===== config.mk =====
export PLATFORM = sky130hd
export DESIGN_NAME = button_conditioner_flat
export DESIGN_NICKNAME = d
export VERILOG_FILES = /design/src/rtl/button_conditioner_if.sv /design/src/rtl/button_conditioner.sv /design/src/flat_wrapper.sv
export SDC_FILE = /design/constraint.sdc
export NUM_CORES = 1
export LEC_CHECK = 0
export BUFFER_PORTS_ARGS = -buffer_cell sky130_fd_sc_hd__buf_2
export CORE_UTILIZATION = 30
export DETAILED_ROUTE_END_ITERATION = 16
export PLACE_DENSITY = 0.51
export REMOVE_ABC_BUFFERS = 1
export SLEW_MARGIN = 20
export SYNTH_ARGS = -nofsm -noshare
export SYNTH_HDL_FRONTEND = slang
export SYNTH_SLANG_ARGS = --single-unit

===== constraint.sdc =====
create_clock -name clk -period 7.32 [get_ports clk]
set_input_delay 0.732 -clock clk [delete_from_list [all_inputs] [get_ports clk]]
set_output_delay 0.732 -clock clk [all_outputs]
set_load 0.005 [all_outputs]

===== src/rtl/button_conditioner_if.sv =====
// Button bundle between board pins and the cursor controller.
// Latency: n/a (wires only).
// Backpressure: none; outputs are single-cycle pulses or levels.
interface button_conditioner_if #(
  parameter int N_BTN = 5
);
  logic [N_BTN-1:0] btn_raw;
  logic [N_BTN-1:0] btn_level;
  logic [N_BTN-1:0] btn_press;
  logic [N_BTN-1:0] btn_release;
  logic [N_BTN-1:0] btn_move;

  // Board/testbench side: drives raw buttons, consumes conditioned events.
  modport master (
    output btn_raw,
    input  btn_level,
    input  btn_press,
    input  btn_release,
    input  btn_move
  );

  // Conditioner side.
  modport slave (
    input  btn_raw,
    output btn_level,
    output btn_press,
    output btn_release,
    output btn_move
  );
endinterface


===== src/rtl/button_conditioner.sv =====
// Synchronise, debounce and edge-detect raw buttons; emit level/press/release/move.
// Latency: SYNC_STAGES+DB_CYCLES-1 edges from first high (or low) raw sample to output.
// Backpressure: none; pulses are one cycle wide and are not held for a consumer.
module button_conditioner #(
  parameter int                 N_BTN        = 5,
  parameter int                 SYNC_STAGES  = 2,
  parameter int                 DB_CYCLES    = 1_000_000,
  parameter int                 REPEAT_DELAY = 50_000_000,
  parameter int                 REPEAT_RATE  = 10_000_000,
  parameter logic [N_BTN-1:0]   REPEAT_MASK  = 5'b11110
) (
  input  logic                  clk,
  input  logic                  rst,
  button_conditioner_if.slave   bus
);

  localparam logic [1:0] IDLE     = 2'd0;
  localparam logic [1:0] DB_PRESS = 2'd1;
  localparam logic [1:0] HELD     = 2'd2;
  localparam logic [1:0] DB_REL   = 2'd3;

  localparam int RPT_MAX = (REPEAT_DELAY > REPEAT_RATE) ? REPEAT_DELAY : REPEAT_RATE;
  localparam int DB_W    = $clog2(DB_CYCLES + 1);
  localparam int RPT_W   = $clog2(RPT_MAX + 1);

  localparam logic [DB_W-1:0]  DB_ONE    = DB_W'(1);
  localparam logic [DB_W-1:0]  DB_TERM   = DB_W'(DB_CYCLES);
  localparam logic [RPT_W-1:0] RPT_ONE   = RPT_W'(1);
  localparam logic [RPT_W-1:0] RPT_DELAY = RPT_W'(REPEAT_DELAY);
  localparam logic [RPT_W-1:0] RPT_RATE  = RPT_W'(REPEAT_RATE);

  logic [SYNC_STAGES-1:0][N_BTN-1:0] sync_q;
  logic [N_BTN-1:0]                  s;

  logic [1:0]       state_q   [N_BTN];
  logic [DB_W-1:0]  db_cnt_q  [N_BTN];
  logic [RPT_W-1:0] rpt_cnt_q [N_BTN];
  logic [N_BTN-1:0] first_rpt_q;
  logic [N_BTN-1:0] level_q;
  logic [N_BTN-1:0] press_q;
  logic [N_BTN-1:0] release_q;
  logic [N_BTN-1:0] move_q;

  // Shift raw inputs through the metastability synchroniser chain.
  always_ff @(posedge clk or posedge rst) begin
    if (rst) begin
      sync_q <= '0;
    end else begin
      sync_q <= {sync_q[SYNC_STAGES-2:0], bus.btn_raw};
    end
  end

  assign s = sync_q[SYNC_STAGES-1];

  // Per-channel debounce / repeat FSM. Repeat counting only runs on masked-in
  // channels, so unmasked channels never count and cannot wrap.
  always_ff @(posedge clk or posedge rst) begin
    if (rst) begin
      for (int i = 0; i < N_BTN; i++) begin
        state_q[i]   <= IDLE;
        db_cnt_q[i]  <= '0;
        rpt_cnt_q[i] <= '0;
      end
      first_rpt_q <= '0;
      level_q     <= '0;
      press_q     <= '0;
      release_q   <= '0;
      move_q      <= '0;
    end else begin
      press_q   <= '0;
      release_q <= '0;
      move_q    <= '0;
      for (int i = 0; i < N_BTN; i++) begin
        case (state_q[i])
          IDLE: begin
            if (s[i]) begin
              if (DB_CYCLES == 1) begin
                state_q[i]     <= HELD;
                level_q[i]     <= 1'b1;
                press_q[i]     <= 1'b1;
                move_q[i]      <= 1'b1;
                rpt_cnt_q[i]   <= '0;
                first_rpt_q[i] <= 1'b1;
              end else begin
                state_q[i]  <= DB_PRESS;
                db_cnt_q[i] <= DB_ONE;
              end
            end
          end
          DB_PRESS: begin
            if (!s[i]) begin
              state_q[i] <= IDLE;
            end else if (db_cnt_q[i] + DB_ONE == DB_TERM) begin
              state_q[i]     <= HELD;
              level_q[i]     <= 1'b1;
              press_q[i]     <= 1'b1;
              move_q[i]      <= 1'b1;
              rpt_cnt_q[i]   <= '0;
              first_rpt_q[i] <= 1'b1;
            end else begin
              db_cnt_q[i] <= db_cnt_q[i] + DB_ONE;
            end
          end
          HELD: begin
            if (!s[i]) begin
              // Repeat counter is frozen while the release is being debounced.
              if (DB_CYCLES == 1) begin
                state_q[i]   <= IDLE;
                level_q[i]   <= 1'b0;
                release_q[i] <= 1'b1;
              end else begin
                state_q[i]  <= DB_REL;
                db_cnt_q[i] <= DB_ONE;
              end
            end else if (REPEAT_MASK[i]) begin
              if (rpt_cnt_q[i] + RPT_ONE == (first_rpt_q[i] ? RPT_DELAY : RPT_RATE)) begin
                move_q[i]      <= 1'b1;
                rpt_cnt_q[i]   <= '0;
                first_rpt_q[i] <= 1'b0;
              end else begin
                rpt_cnt_q[i] <= rpt_cnt_q[i] + RPT_ONE;
              end
            end
          end
          default: begin // DB_REL
            if (s[i]) begin
              // Release glitch rejected; repeat counting resumes next cycle.
              state_q[i] <= HELD;
            end else if (db_cnt_q[i] + DB_ONE == DB_TERM) begin
              state_q[i]   <= IDLE;
              level_q[i]   <= 1'b0;
              release_q[i] <= 1'b1;
            end else begin
              db_cnt_q[i] <= db_cnt_q[i] + DB_ONE;
            end
          end
        endcase
      end
    end
  end

  assign bus.btn_level   = level_q;
  assign bus.btn_press   = press_q;
  assign bus.btn_release = release_q;
  assign bus.btn_move    = move_q;

endmodule

===== src/flat_wrapper.sv =====
// flat-port wrapper written by rule: the top's interface ports become plain ports
module button_conditioner_flat 
#(
  parameter int                 N_BTN        = 5,
  parameter int                 SYNC_STAGES  = 2,
  parameter int                 DB_CYCLES    = 1_000_000,
  parameter int                 REPEAT_DELAY = 50_000_000,
  parameter int                 REPEAT_RATE  = 10_000_000,
  parameter logic [N_BTN-1:0]   REPEAT_MASK  = 5'b11110
)
  (clk, rst, bus_btn_raw, bus_btn_level, bus_btn_press, bus_btn_release, bus_btn_move);
  button_conditioner_if #(.N_BTN(N_BTN)) bus_i ();
  input  logic clk;
  input  logic rst;
  input wire logic [$bits(bus_i.btn_raw)-1:0] bus_btn_raw;
  output wire logic [$bits(bus_i.btn_level)-1:0] bus_btn_level;
  output wire logic [$bits(bus_i.btn_press)-1:0] bus_btn_press;
  output wire logic [$bits(bus_i.btn_release)-1:0] bus_btn_release;
  output wire logic [$bits(bus_i.btn_move)-1:0] bus_btn_move;
  assign bus_i.btn_raw = bus_btn_raw;
  assign bus_btn_level = bus_i.btn_level;
  assign bus_btn_press = bus_i.btn_press;
  assign bus_btn_release = bus_i.btn_release;
  assign bus_btn_move = bus_i.btn_move;
  button_conditioner #(.N_BTN(N_BTN), .SYNC_STAGES(SYNC_STAGES), .DB_CYCLES(DB_CYCLES), .REPEAT_DELAY(REPEAT_DELAY), .REPEAT_RATE(REPEAT_RATE), .REPEAT_MASK(REPEAT_MASK)) u_core (.clk(clk), .rst(rst), .bus(bus_i));
endmodule

==> flow_summary.yaml <==
outcome:
  status: "complete, no violations"
cts:
  cts_sinks: 247
  postCtsHoldBufs: 0
  cts_tree: "done"
  clkSlewWorstSetupHoldPaths_ns: 0.06
  insertion_delay_ns: 0.55
  cts_max_level: 2
  cts_setup_buffers: 0
  clk_path_buf_depth: 3
  ctsResizeCount: 0
  cts_buffers: 34
  cts_root_buf: "clkbuf_16"
yosys:
  netlist_instances: 2136
  synth_cell_types: 87
  syn_area_per_cell_um2: 8.15
  ys_warn_count: 0
  ys.flop_type: "dfrtp_1"
  synth-edff-count: 0
  synth_area_um2: 17400
  async_flop_share: 1.00
  synth-seq-area-share: 0.355
  ys_seq_elements: 247
sta:
  hold_ws_ns: 0.299
  finalHoldViolCount: 0
  period_share: 0.632
  fin_setup_tns_ns: 0
  maxSlewViolCount: 0
  setup_viol: 0
  fin_crit_ns: 4.62
  tightest_slew_ns: 1.19
  fmax_mhz: 216
  rsz0062_at_grt: "no"
  slew_headroom: 0.204
  setup_ws_ns: 2.70
  skew_ns: 0.0282
critical_path:
  worstPathRequired_ns: 7.72
  crit_buf_inv: 0
  cpPeakStageDelay_ns: 0.84
  critPathMaxFanout: 22
  cp-start-kind: "register"
  critPathArrivalTime_ns: 5.02
  crit_path_frequent_cell: "nand3_1"
  crit_slowest_cell: "nand3_1"
  critical_path.endpoint_type: "register"
  crit_path_cell_trace: "ha_1, nand3_1, or2_1, or3_1, o31ai_1, nand4_1, a21oi_1, nand3_1, o41ai_1"
  crit_family: "simple AND/OR/NAND/NOR gates"
  critPathKind: "reg -> reg"
final_layout:
  antennaDiodeCount: 0
  area_growth_pct: 9.86
  layout.cells.non_filler: 2828
  final_nets: 2085
  drive_above_1_share: 0.0738
detailed_routing:
  drt-total-wl_um: 46700
  drtAntennaViolNets: 0
  vias_per_cell: 5.81
  wire_per_inst_um: 16.5
  vias: 16400
  first_iter_violations: 1381
  drcViolationCount: 0
  firstDrtPassIters: 5
pwr:
  seqPwrFrac: 0.323
  ir_drop_v: 0.000251
  swShare: 0.402
  clock_power_share: 0.342
  power.internal_uw: 3070
  powerDensity_nw_per_um2: 269
  combPwrFrac: 0.335
  p_leak_uw: 0.00716
  p_total_uw: 5140
  power.switching_uw: 2060
global_route:
  track_usage: 0.156
  grt_pass1_vias: 15400
  grt_pass1_wl_um: 78900
  gr-total-overflow: 0
  grt_max_degree: 124
  antenna_found_initial: 0
die:
  die_area_um2: 59000
  dieWidth_um: 243
  die_h_um: 243
  core_um2: 56800
  row_count: 87
  io-pin-count: 27
  start_util: 0.306
placed_design:
  io_buffers: 26
  place_hpwl_um: 30700
  gp_congestion: 0.858
  post-place-ws_ns: 2.81
  place_inst: 2768
min_path:
  hold_class: "in -> reg"
run:
  maxCapViolCount: 0
state kept, by name (all words and copies together) (netlist names), 5 cells and up, named ones only:
signal / cells
u_core.bus.btn_level: 5
u_core.bus.btn_release: 5
u_core.bus.btn_press: 5
u_core.state_q: 5
u_core.db_cnt_q: 100
u_core.sync_q: 5
u_core.s: 5
u_core.rpt_cnt_q: 104
cells in the final DEF (no fill, tap or decap), drive strengths merged, types with 43 or more instances in the layout:
cell type,n
dfrtp,247
nand2,225
o21ai,136
nor2,126
nand3,123
nand4,90
a21oi,79
inv,78
a31oi,77
o31ai,73
and3,60
nor3,58
clkbuf,48
nor4,43
through the flow:
stage / instance area, um2 / util
2_1_floorplan: 16700 / -
3_3_place_gp: 18000 / 0.316
3_5_place_dp: 18000 / 0.316
4_1_cts: 19100 / 0.336
5_1_grt: 19100 / 0.337
6_report: 19100 / 0.337
worst reg2reg max path: stages, from the launching register on:
cell and delay (ns):
dfrtp_1 0.43, ha_1 0.26, nand3_1 0.29, or2_1 0.35, or3_1 0.41, o31ai_1 0.35
nand4_1 0.48, a21oi_1 0.56, nand3_1 0.84, o41ai_1 0.54
path summary, 6_finish.rpt:
kind                                                       from                               end  slack [ns]  depth (start not counted)
worst min register to register       u_core.sync_q[0]$_DFF_PP0_             u_core.s[0]$_DFF_PP0_        0.34                          0
min in group asynchronous                                   rst    u_core.db_cnt_q[3]$_DFFE_PP0P_        0.31                          2
worst max register to register  u_core.db_cnt_q[40]$_DFFE_PP0P_  u_core.rpt_cnt_q[67]$_DFFE_PP0P_        2.70                          9
worst min-delay path                             bus_btn_raw[4]        u_core.sync_q[4]$_DFF_PP0_        0.30                          1
worst max-delay path            u_core.db_cnt_q[40]$_DFFE_PP0P_  u_core.rpt_cnt_q[67]$_DFFE_PP0P_        2.70                          9
max in group asynchronous                                   rst   u_core.db_cnt_q[93]$_DFFE_PP0P_        5.57                          3
power groups by stage:
stage / logic (uW) / clock network, uW / registers [uW]
floorplan: 1190 / 0 / 1630
global placement: 1710 / 0 / 1670
detailed placement: 1720 / 0 / 1680
CTS: 1730 / 1820 / 1650
global route: 1950 / 1870 / 1680
finish: 1720 / 1760 / 1660
cell families (layout without fill, tap and decap cells):
group / Yosys count / in the layout / synth area share
muxes: 12 / 12 / 0.00733
xor gates and xnor gates: 43 / 43 / 0.0216
buffers and inverters: 241 / 177 / 0.0543
AOI/OAI and AO/OA: 638 / 638 / 0.257
adders and majority gates: 30 / 30 / 0.0216
and+or+nand+nor: 925 / 925 / 0.283
DFF: 247 / 247 / 0.355
cells in the mapped netlist, types with 11 or more instances:
library cell	number	share of area
a2111oi_0	17	0.0086
and2_1	28	0.010
nand2_1	225	0.049
o311ai_1	12	0.0060
o31ai_2	15	0.011
xor2_1	15	0.0075
or3_1	31	0.011
inv_1	77	0.017
clkbuf_1	143	0.031
xnor2_1	28	0.014
o22a_1	15	0.0075
nor2b_1	14	0.0050
o41ai_1	21	0.011
o31ai_1	58	0.025
o22ai_1	20	0.0072
nand3_1	123	0.035
ha_1	30	0.022
o21ai_0	120	0.035
nor4_1	42	0.015
o21ai_1	16	0.0046
nor3_1	55	0.016
nand4_1	88	0.032
a211oi_1	13	0.0056
a31oi_1	77	0.028
nor2_1	126	0.027
nand2b_1	21	0.0075
or2_2	12	0.0043
a21oi_1	79	0.023
and4_1	31	0.016
a22oi_1	20	0.0086
buf_2	13	0.0037
a21o_1	20	0.0086
or4_1	18	0.0078
nor3b_1	12	0.0052
dfrtp_1	247	0.36
and3_1	60	0.022
o31a_1	11	0.0055
final cells by class:
type                            count  area [um2]
Fill cell                        5899       37700
Multi-Input combinational cell   1648       10300
Sequential cell                   247        6180
Tap cell                          756         946
Clock buffer                       48         945
Inverter                           77         297
Timing Repair Buffer               40         235
Clock inverter                     12         219
routing by layer:
layer | global-route usage | share of wire | up-vias
met4 | 0.0459 | 0.018 | 0
met2 | 0.252 | 0.46 | 360
li1 | - | - | 7974
met1 | 0.215 | 0.48 | 8022
met3 | 0.0219 | 0.039 | 67
met5 | 0 | 0 | -
Note: power is estimated with default switching activity, not from simulation.
